<file path="config.mk">
export PLATFORM = sky130hd
export DESIGN_NAME = namuru_msync
export DESIGN_NICKNAME = d
export VERILOG_FILES = /design/src/rtl/namuru_msync.sv
export SDC_FILE = /design/constraint.sdc
export NUM_CORES = 1
export LEC_CHECK = 0
export BUFFER_PORTS_ARGS = -buffer_cell sky130_fd_sc_hd__buf_2
export CAP_MARGIN = 10
export CELL_PAD_IN_SITES_DETAIL_PLACEMENT = 1
export CELL_PAD_IN_SITES_GLOBAL_PLACEMENT = 1
export CORE_UTILIZATION = 38
export DETAILED_ROUTE_END_ITERATION = 10
export GPL_TIMING_DRIVEN = 0
export PLACE_DENSITY = 0.72
export SETUP_SLACK_MARGIN = 0.5
export SLEW_MARGIN = 20
export SYNTH_ARGS = -nofsm -noshare
export SYNTH_HDL_FRONTEND = slang
export SYNTH_SLANG_ARGS = --single-unit
</file>
<file path="constraint.sdc">
create_clock -name sys_clk -period 1.37 [get_ports sys_clk]
set_input_delay 0.274 -clock sys_clk [delete_from_list [all_inputs] [get_ports sys_clk]]
set_output_delay 0.274 -clock sys_clk [all_outputs]
set_load 0.02 [all_outputs]
</file>
<file path="src/rtl/namuru_msync.sv">
// -----------------------------------------------------------------------------
// namuru_msync
//
// Multi-channel input synchroniser for the Namuru GPS correlator. Each channel
// takes an asynchronous external line (PPS, TIC/measurement strobes, front-end
// status) and brings it into the sys_clk domain through a flip-flop chain. The
// chain is followed by a stability filter, rise/fall pulse generation,
// per-channel edge selection, and sticky event/overflow flags that are cleared
// by writing 1.
//
// Parameters
//   CHANNELS  number of independent channels (>= 1)
//   STAGES    synchroniser flip-flops per channel (>= 2)
//   FILTER    cycles a new synchronised level must hold before o follows it
//             (>= 1, 1 = no filtering)
//   INIT      per-channel reset value of the sync chain and o
//
// Ports
//   sys_clk   single clock
//   sys_rst   asynchronous, active-high reset
//   i         asynchronous inputs, one per channel
//   edge_sel  channel n uses [2n+1:2n]: 00 none, 01 rise, 10 fall, 11 both
//   clr       write-1-to-clear strobe for flag/ovf, one cycle
//   o         filtered synchronised level
//   rise      one-cycle pulse on a 0->1 transition of o
//   fall      one-cycle pulse on a 1->0 transition of o
//   evt       one-cycle pulse when a selected edge occurred ("event" is a
//             reserved word in SystemVerilog, hence the shortened name)
//   flag      sticky event flag
//   ovf       sticky overflow: an event arrived while flag was still set
// -----------------------------------------------------------------------------
module namuru_msync #(
    parameter int                    CHANNELS = 4,
    parameter int                    STAGES   = 3,
    parameter int                    FILTER   = 4,
    parameter logic [CHANNELS-1:0]   INIT     = '0
) (
    input  logic                    sys_clk,
    input  logic                    sys_rst,
    input  logic [CHANNELS-1:0]     i,
    input  logic [2*CHANNELS-1:0]   edge_sel,
    input  logic [CHANNELS-1:0]     clr,
    output logic [CHANNELS-1:0]     o,
    output logic [CHANNELS-1:0]     rise,
    output logic [CHANNELS-1:0]     fall,
    output logic [CHANNELS-1:0]     evt,
    output logic [CHANNELS-1:0]     flag,
    output logic [CHANNELS-1:0]     ovf
);

    // One extra bit over clog2 keeps FILTER = 1 (clog2 = 0) at a legal width.
    localparam int             CW       = $clog2(FILTER) + 1;
    localparam logic [CW-1:0]  CNT_LAST = CW'(FILTER - 1);

    genvar gi;
    generate
        for (gi = 0; gi < CHANNELS; gi++) begin : g_ch
            logic [STAGES-1:0] sync_reg;
            logic [CW-1:0]     cnt_reg;
            logic [CW-1:0]     cnt_next;
            logic              o_reg;
            logic              o_next;
            logic              sync_bit;
            logic              rise_reg;
            logic              fall_reg;
            logic              evt_reg;
            logic              flag_reg;
            logic              ovf_reg;
            logic              rise_cond;
            logic              fall_cond;

            assign sync_bit = sync_reg[STAGES-1];

            // Stability filter: the synchronised level must differ from o on
            // FILTER consecutive edges before o follows. Any cycle where it
            // agrees with o again throws away the partial count.
            always_comb begin
                o_next   = o_reg;
                cnt_next = '0;
                if (sync_bit != o_reg) begin
                    if (cnt_reg == CNT_LAST) begin
                        o_next = sync_bit;
                    end else begin
                        cnt_next = cnt_reg + 1'b1;
                    end
                end
            end

            // Edge conditions are taken from the o update itself so the
            // pulses land on the same edge that changes o.
            assign rise_cond = o_next & ~o_reg;
            assign fall_cond = ~o_next & o_reg;

            always_ff @(posedge sys_clk or posedge sys_rst) begin
                if (sys_rst) begin
                    sync_reg <= {STAGES{INIT[gi]}};
                    cnt_reg  <= '0;
                    o_reg    <= INIT[gi];
                    rise_reg <= 1'b0;
                    fall_reg <= 1'b0;
                    evt_reg  <= 1'b0;
                    flag_reg <= 1'b0;
                    ovf_reg  <= 1'b0;
                end else begin
                    sync_reg <= {sync_reg[STAGES-2:0], i[gi]};
                    cnt_reg  <= cnt_next;
                    o_reg    <= o_next;
                    rise_reg <= rise_cond;
                    fall_reg <= fall_cond;
                    evt_reg  <= (rise_cond & edge_sel[2*gi]) |
                                (fall_cond & edge_sel[2*gi+1]);
                    // A new event beats a simultaneous clear for flag, but an
                    // event arriving together with a clear is not an overflow
                    // because software has just consumed the previous one.
                    flag_reg <= (flag_reg & ~clr[gi]) | evt_reg;
                    ovf_reg  <= (ovf_reg & ~clr[gi]) |
                                (evt_reg & flag_reg & ~clr[gi]);
                end
            end

            assign o[gi]    = o_reg;
            assign rise[gi] = rise_reg;
            assign fall[gi] = fall_reg;
            assign evt[gi]  = evt_reg;
            assign flag[gi] = flag_reg;
            assign ovf[gi]  = ovf_reg;
        end
    endgenerate

endmodule

</file>
==> out/metrics.cfg, run 1 <==
[run_status]
status=finished, violations left
failed_checks=negative hold slack

[route]
drc_errors=0
drt_first_pass_iters=4
drt.antenna.violating_nets=0
routedWlPerCell_um=20.2
wirelength_mm=5.91
num_vias=1343
routed_via_density=4.60
drt_iter0_drc=56

[global_routing]
grtUsageTotal_pct=22.0
grt_pass1_wl_mm=8.12
grt_pass1_vias=1525
antenna_found_initial=0
grt_start_max_net_pins=49
overflow=0

[timing]
worstMarginPinSlew_ns=0.428
hold_violations=12
whs_ns=-0.0863
finalSetupViolations=0
fin_crit_sh_pct=93.4
slew_violations=0
rsz0062_at_grt=yes
fin_crit_ns=1.28
slew_headroom_pct=71.5
fmax_mhz=782
fin_worst_skew_ns=0.0144
tns_ns=0

[power]
power_report.internal_total_mw=3.30
max-vdd-ir-drop_mv=0.792
power_frac_comb_pct=44.3
switching_power_mw=1.63
power_density_nw_per_um2=1570
p_sw_share_pct=33.1
seqPwrFrac_pct=37.3
finalPower_mw=4.93
clkPwrFrac_pct=18.4
p_leak_nw=1.52

[clocking]
clock_tree.buffer_depth=2
cts_made_buffers=5
ctsHoldBuffers=0
clk_pin_slew_ns=0.09
cts.sinks=48
cts_tree=yes
htreeDepth=2
cts-root-buf=clkbuf_8
insertion_delay_ns=0.31

[final_layout]
fin_nets=246
antenna_cells=0
stdcell_count=292
drive_above_1_share_pct=70.7
final_area_um2=3150
layout-area-overhead-vs-synth_pct=68.1

[logic_synthesis]
synth_enable_flop_cells=0
synth_area_um2=1880
ys_warn_count=0
synth-main-ff-cell=dfrtp_1
netlist_instances=140
syn_area_per_cell_um2=13.4
yosysMostFrequentCell=dfrtp_1
yosysTopAreaCell=dfrtp_1
synth.area.top_cells=dfrtp_1 (64%), buf_4 (9.6%), nor3b_1 (6.4%)
ys_ff_latch=48
syn-num-nets=162
yosys-top-cells-count=dfrtp_1 (48), buf_4 (24), nor3b_1 (16)
ys_seq_area_share_pct=64.0
async_flop_share_pct=100
synth_cell_type_count=16
synth.top_cell.area_share_pct=64.0

[worst_setup_path]
crit_path_max_fanout=2
crit_buf_inv=2
cpMostUsedCell=buf_6
cp.required_ns=1.10
critPathTopFamily=flip-flops
cp.arrival_ns=1.01
start_kind=register
critPathKind=reg -> out
crit_path_cell_trace=buf_6 > buf_6
cp-end-kind=output port
cpPeakStageDelay_ns=0.44
cpMaxStageDelayCell=dfrtp_1

[place]
place_congestion=0.700
dp.cells=248
port_buffers=41
dp_hpwl_mm=2.34
place_area_um2=2210

[min_path]
min-delay-path-class=in -> async

[job]
max_cap_violations=0

[die]
rows=25
die_x_um=72.3
die_y_um=72.3
start_util_pct=39.7
ios=42
core_um2=4720
fp.dieArea_um2=5220

through the flow:
step / util (%) / setup slack (ns)
floorplan: - / 0.292
global placement: 46.8 / 0.258
detailed placement: 46.8 / 0.201
CTS: 62.6 / 0.131
global route: 66.8 / 0.0713
finish: 66.8 / 0.0905
power groups by stage:
stage                     clock network, mW  registers (mW)  logic (mW)
final                                 0.907            1.84        2.19
after CTS                             0.911            1.78        1.82
after global routing                  0.985            1.86        2.33
after floorplan                           0            1.79       0.741
after detailed placement                  0            1.85       0.969
after global placement                    0            1.82       0.886
worst reg2reg max path: cells and delay by family, from the launching register on:
family / cells / cell delay, ns
adder cells (fa/ha/maj): 1 / 0.17
multiplexers: 1 / 0.32
flip-flops: 1 / 0.44
AND/OR/NAND/NOR: 1 / 0.19
area by class of cell:
class	count	area [um^2]
clock inverters	2	10.0
plain buffers	24	270
inverters	5	22.5
flip-flops and latches	48	1210
fillers	438	1570
multi-input cells	63	786
clock buffers	6	82.6
repair buffers	77	691
well taps	67	83.8
timing repair:
action,4_1_cts,5_1_grt
pin swaps,14,13
resized for setup,115,19
buffers inserted,24,11
endpoints found under the setup margin,50,55
gates cloned,0,0
hold endpoints to repair,0,12
layout by cell type, fill, tap and decap left out:
cell type    n
buf_6       62
dfrtp_1     43
buf_4       21
buf_2       17
nor3b_2     14
nand3b_1     8
a21oi_2      6
clkbuf_8     6
dfrtp_2      5
xnor2_4      4
nand2b_4     4
mux2_4       4
nor2_1       4
inv_1        4
a21o_1       4
nor2b_4      3
ha_4         3
nor3_4       2
a21oi_1      2
nor3b_4      2
clkinv_2     2
nor3_2       1
nor2b_1      1
clkinvlp_4   1
ha_2         1
buf_12       1
layer usage:
layer  vias up  part of all wire (%)  track usage (%)
li1        608                     -                -
met2        38                    57             41.6
met4         0                   2.3             8.93
met5         -                     0                0
met3        11                   3.3             5.69
met1       686                    37             23.0
logic make-up after synthesis:
logic type	after synthesis	share of synthesized area, %
flip-flops	48	64.0
AND/OR/NAND/NOR	39	14.7
buffers and inverters	29	10.6
XOR/XNOR	4	1.87
multiplexers	4	2.40
AO/OA/AOI/OAI	12	3.74
adder cells (fa/ha/maj)	4	2.67
worst paths after layout:
path                       depth (start not counted)                start                   to  slack, ns
min in group sys_clk                               1                 i[2]  g_ch[2].sync_reg[0]       0.07
min                                                2              sys_rst  g_ch[2].sync_reg[0]      -0.09
max reg2reg                                        3   g_ch[2].cnt_reg[0]        g_ch[2].o_reg       0.15
max                                                2      g_ch[3].ovf_reg               ovf[3]       0.09
min reg2reg                                        0  g_ch[1].sync_reg[0]  g_ch[1].sync_reg[1]       0.36
max in group asynchronous                          3              sys_rst  g_ch[0].sync_reg[2]       0.98
(Power assumes the default switching activity.)
==> run 2: changes to the inputs <==
Settings changed: BUFFER_PORTS_ARGS -buffer_cell sky130_fd_sc_hd__buf_2 to not set, DONT_BUFFER_PORTS set to 1, PLACE_DENSITY 0.72 to 0.62.
==> out/metrics.cfg, run 2 (synthesis results as in run 1) <==
[die]
core_um2=4720
die_x_um=72.3
start_util_pct=39.7
ios=42
rows=25
fp.dieArea_um2=5220
die_y_um=72.3

[final_layout]
drive_above_1_share_pct=62.0
fillers=438
layout-area-overhead-vs-synth_pct=48.3
final_area_um2=2780
layout_commonest_cell=dfrtp_1
fin_nets=205
antenna_cells=0
layout_common_cells=dfrtp_1 (41), buf_6 (37), buf_4 (18)

[route]
drt.antenna.violating_nets=0
num_vias=1145
wirelength_mm=3.82
drt_iter0_drc=16
routed_via_density=4.56
drc_errors=0
routedWlPerCell_um=15.2
drt_first_pass_iters=4

[clocking]
cts.sinks=48
ctsHoldBuffers=4
clk_pin_slew_ns=0.08
clock_tree.buffer_depth=2
htreeDepth=2
cts_tree=yes
cts_made_buffers=5
insertion_delay_ns=0.29
cts-root-buf=clkbuf_8

[timing]
whs_ns=-0.169
finalSetupViolations=0
fin_crit_ns=1.15
slew_headroom_pct=74.2
tns_ns=0
fmax_mhz=867
fin_worst_skew_ns=0.00568
worstMarginPinSlew_ns=0.387
hold_violations=15
fin_crit_sh_pct=84.2
slew_violations=0
rsz0062_at_grt=yes

[worst_setup_path]
ff2ff_path_depth=3
crit_path_cell_trace=ha_4 > nor2b_4 > mux2_4
crit_path_max_fanout=2
ff2ff_setup_slack_ns=0.22
r2r-start=g_ch[2].cnt_reg[0]
cp.required_ns=1.55
cpMaxStageDelayCell=dfrtp_1
start_kind=register
critPathKind=reg -> reg
cp.arrival_ns=1.33
cp-end-kind=register
cpPeakStageDelay_ns=0.41
reg2reg_to=g_ch[2].o_reg

[power]
switching_power_mw=1.35
p_leak_nw=1.28
p_sw_share_pct=30.3
max-vdd-ir-drop_mv=0.810
clkPwrFrac_pct=19.0
seqPwrFrac_pct=40.8
power_report.internal_total_mw=3.10
power_frac_comb_pct=40.3
power_density_nw_per_um2=1600

[global_routing]
grt_pass1_vias=1283
overflow=0
antenna_found_initial=0
grt_pass1_wl_mm=6.06
grtUsageTotal_pct=15.5
grt_start_max_net_pins=49

[run_status]
failed_checks=negative hold slack
status=finished, violations left

[job]
max_cap_violations=0

[place]
port_buffers=0
dp_hpwl_mm=2.01
place_area_um2=2000
place_congestion=0.692

[min_path]
min-delay-path-class=in -> async

run 2: worst max-delay path, delay by kind of cell, from the launching register on:
kind	cells	cell delay, ns
adder cells (fa/ha/maj)	1	0.17
multiplexers	1	0.30
AND/OR/NAND/NOR	1	0.17
flip-flops	1	0.41
run 2: cell type report:
type / count / area (um^2) / share of cell area [%]
clock buffer: 8 / 90.1 / 3.24
timing repair buffer: 36 / 342 / 12.3
buffer: 24 / 270 / 9.72
tap: 67 / 83.8 / 3.01
sequential: 48 / 1210 / 43.5
multi-input combinational: 63 / 763 / 27.4
inverter: 5 / 22.5 / 0.810
run 2: stage by stage:
| step | cells | hold slack, ns | setup WS [ns] | power [mW] | util, % |
|---|---|---|---|---|---|
| after floorplan | 140 | 0.304 | 0.292 | 2.53 | - |
| after global placement | 207 | 0.305 | 0.257 | 2.62 | 42.4 |
| after detailed placement | 207 | 0.305 | 0.210 | 2.69 | 42.4 |
| after CTS | 242 | 0.0267 | 0.239 | 4.23 | 55.4 |
| after global routing | 251 | -0.157 | 0.188 | 4.69 | 58.9 |
| final | 251 | -0.169 | 0.216 | 4.44 | 58.9 |
run 2: power groups by stage:
| stage | Clock (mW) | Sequential, mW | Combinational (mW) |
|---|---|---|---|
| after floorplan | 0 | 1.79 | 0.741 |
| after global placement | 0 | 1.83 | 0.798 |
| after detailed placement | 0 | 1.85 | 0.841 |
| after CTS | 0.873 | 1.78 | 1.57 |
| after global routing | 0.929 | 1.83 | 1.93 |
| final | 0.842 | 1.81 | 1.79 |
run 2: repair_timing:
item / 4_1_cts / 5_1_grt
endpoints found under the setup margin: 51 / 55
resized for setup: 63 / 21
endpoints found under the hold margin: 4 / 15
pin swaps: 14 / 17
setup buffers: 23 / 8
run 2: per-layer routing:
metal	GRT usage [%]	routed length [um]
met1	17.7	1410
met2	28.5	2260
met3	3.33	100
met4	5.88	44
met5	0	0
run 2: worst max path at each step:
stage / from / endpoint / slack, ns / cells after the start
2_1_floorplan: g_ch[0].cnt_reg[0] / g_ch[0].o_reg / 0.29 / 3
3_3_place_gp: g_ch[0].cnt_reg[0] / g_ch[0].o_reg / 0.26 / 3
3_5_place_dp: g_ch[2].cnt_reg[0] / g_ch[2].o_reg / 0.21 / 3
4_1_cts: g_ch[1].o_reg / o[1] / 0.24 / 1
5_1_grt: g_ch[2].cnt_reg[0] / g_ch[2].o_reg / 0.19 / 3
6_report: g_ch[2].cnt_reg[0] / g_ch[2].o_reg / 0.22 / 3
==> run 3: changes to the inputs <==
Settings changed: ABC_AREA set to 1.
Clock period 1.37 ns to 1.2 ns, I/O delays scaled along.
==> out/metrics.cfg, run 3 <==
[global_routing]
grt_pass1_wl_mm=6.51
antenna_found_initial=0
grt_pass1_vias=1455
grtUsageTotal_pct=16.5
grt_start_max_net_pins=49
overflow=0

[worst_setup_path]
critPathTopFamily=flip-flops
start_kind=register
cpMaxStageDelayCell=dfrtp_2
crit_buf_inv=1
crit_path_max_fanout=2
critPathKind=reg -> out
cp.arrival_ns=0.86
cp-end-kind=output port
crit_path_cell_trace=buf_6
cpPeakStageDelay_ns=0.42
cp.required_ns=0.96

[timing]
fin_worst_skew_ns=0.00732
fmax_mhz=910
finalSetupViolations=0
rsz0062_at_grt=yes
hold_violations=20
fin_crit_ns=1.10
slew_headroom_pct=67.1
whs_ns=-0.174
fin_crit_sh_pct=91.6
worstMarginPinSlew_ns=0.492
tns_ns=0
slew_violations=0

[final_layout]
layout-area-overhead-vs-synth_pct=54.5
fillers=496
fin_nets=253
final_util_pct=61.8
drive_above_1_share_pct=57.8
multiInputGateArea_um2=762
antenna_cells=0
layout_common_cells=dfrtp_1 (44), buf_6 (39), nand2_1 (14), nor2_4 (14)
register_area_um2=1210
layout_commonest_cell=dfrtp_1

[logic_synthesis]
syn-num-nets=207
yosysTopAreaCell=dfrtp_1
yosysMostFrequentCell=dfrtp_1
synth.top_cell.area_share_pct=62.7
synth_enable_flop_cells=0
synth-main-ff-cell=dfrtp_1
synth.area.top_cells=dfrtp_1 (63%), buf_4 (9.4%), nand2_1 (4.5%)
synth_cell_type_count=13
yosys-top-cells-count=dfrtp_1 (48), buf_4 (24), nand2_1 (23)
async_flop_share_pct=100
ys_ff_latch=48
synth_area_um2=1920
ys_warn_count=0
ys_seq_area_share_pct=62.7
netlist_instances=185
syn_area_per_cell_um2=10.4

[clocking]
clk_pin_slew_ns=0.09
cts_tree=yes
cts_made_buffers=5
cts-root-buf=clkbuf_8
insertion_delay_ns=0.30
htreeDepth=2
clock_tree.buffer_depth=2
cts.sinks=48

[route]
num_vias=1337
drt_iter0_drc=38
routedWlPerCell_um=14.0
drt.antenna.violating_nets=0
routed_via_density=4.47
drc_errors=0
drt_first_pass_iters=3
wirelength_mm=4.19

[die]
start_util_pct=40.0
rows=25
fp.dieArea_um2=5330
die_y_um=73
die_x_um=73
ios=42
core_um2=4790

[power]
power_density_nw_per_um2=1870
p_leak_nw=1.36
max-vdd-ir-drop_mv=1.21

[place]
place_congestion=0.691
dp_hpwl_mm=2.40
port_buffers=0

[job]
max_cap_violations=0

[run_status]
failed_checks=negative hold slack
status=finished, violations left

[min_path]
min-delay-path-class=in -> async

run 3: cell types whose count changed after synthesis, moves of 5 or more:
cell      before  now
nand2_1        0   23
inv_1          5   22
nor2_1         4   20
nor3b_1       16    0
nor2_2         0   12
nand3_1        0    8
nand3b_1       8    0
nor3_1         3    8
run 3: path summary, 6_finish.rpt:
kind / from / to / slack [ns] / cells past startpoint
max in group asynchronous: sys_rst / g_ch[0].o_reg / 0.89 / 2
hold reg to reg: g_ch[1].sync_reg[1] / g_ch[1].sync_reg[2] / 0.35 / 0
setup / recovery: g_ch[1].o_reg / o[1] / 0.10 / 1
setup reg to reg: g_ch[1].o_reg / g_ch[1].cnt_reg[0] / 0.16 / 6
min in group sys_clk: clr[0] / g_ch[0].flag_reg / 0.02 / 1
hold / removal: sys_rst / g_ch[1].rise_reg / -0.17 / 1
run 3: power by group:
| group | internal, mW | leakage, nW | switching (mW) |
|---|---|---|---|
| Combinational | 1.08 | 0.669 | 1.09 |
| Clock | 0.735 | 0.0645 | 0.530 |
| Sequential | 1.87 | 0.624 | 0.215 |
run 3: metrics by stage:
step | instances | total power [mW] | hold WS [ns] | worst slack (ns) | cell area, um^2
after global placement | 252 | 3.11 | 0.271 | 0.276 | 2120
after global routing | 299 | 5.87 | -0.164 | 0.0674 | 2960
after floorplan | 185 | 3.00 | 0.270 | 0.347 | 2040
after CTS | 284 | 4.97 | 0.00747 | 0.0879 | 2620
final | 299 | 5.53 | -0.174 | 0.101 | 2960
after detailed placement | 252 | 3.21 | 0.271 | 0.230 | 2120
run 3: kinds of logic (layout without fill, tap and decap cells):
kind of cell / after synthesis / count (layout) / share of synthesized area (%)
AND/OR/NAND/NOR: 71 / 71 / 16.5
adder cells (fa/ha/maj): 4 / 4 / 2.61
flip-flops: 48 / 48 / 62.7
AO/OA/AOI/OAI: 12 / 12 / 3.66
buffers and inverters: 50 / 97 / 14.5
run 3: per-layer routing:
| layer | routed length (um) | track usage [%] | vias to the layer above |
|---|---|---|---|
| met3 | 144 | 4.97 | 9 |
| met4 | 82 | 7.41 | 0 |
| met2 | 2460 | 30.5 | 27 |
| met5 | 0 | 0 | - |
| li1 | - | - | 638 |
| met1 | 1500 | 17.1 | 663 |
run 3: timing repair:
action / 4_1_cts / 5_1_grt
resized for setup: 38 / 46
pin swaps: 19 / 28
hold buffers: 8 / 1
endpoints found under the setup margin: 56 / 60
cloned: 0 / 0
hold endpoints to repair: 8 / 21
setup buffers: 16 / 13
run 3: final cells by class:
class,instances,area share (%)
Tap cell,67,2.83
Sequential cell,48,40.8
Multi-Input combinational cell,87,25.8
Clock inverter,1,1.01
Timing Repair Buffer,39,13.4
Inverter,26,3.85
Clock buffer,7,3.26
Buffer,24,9.13
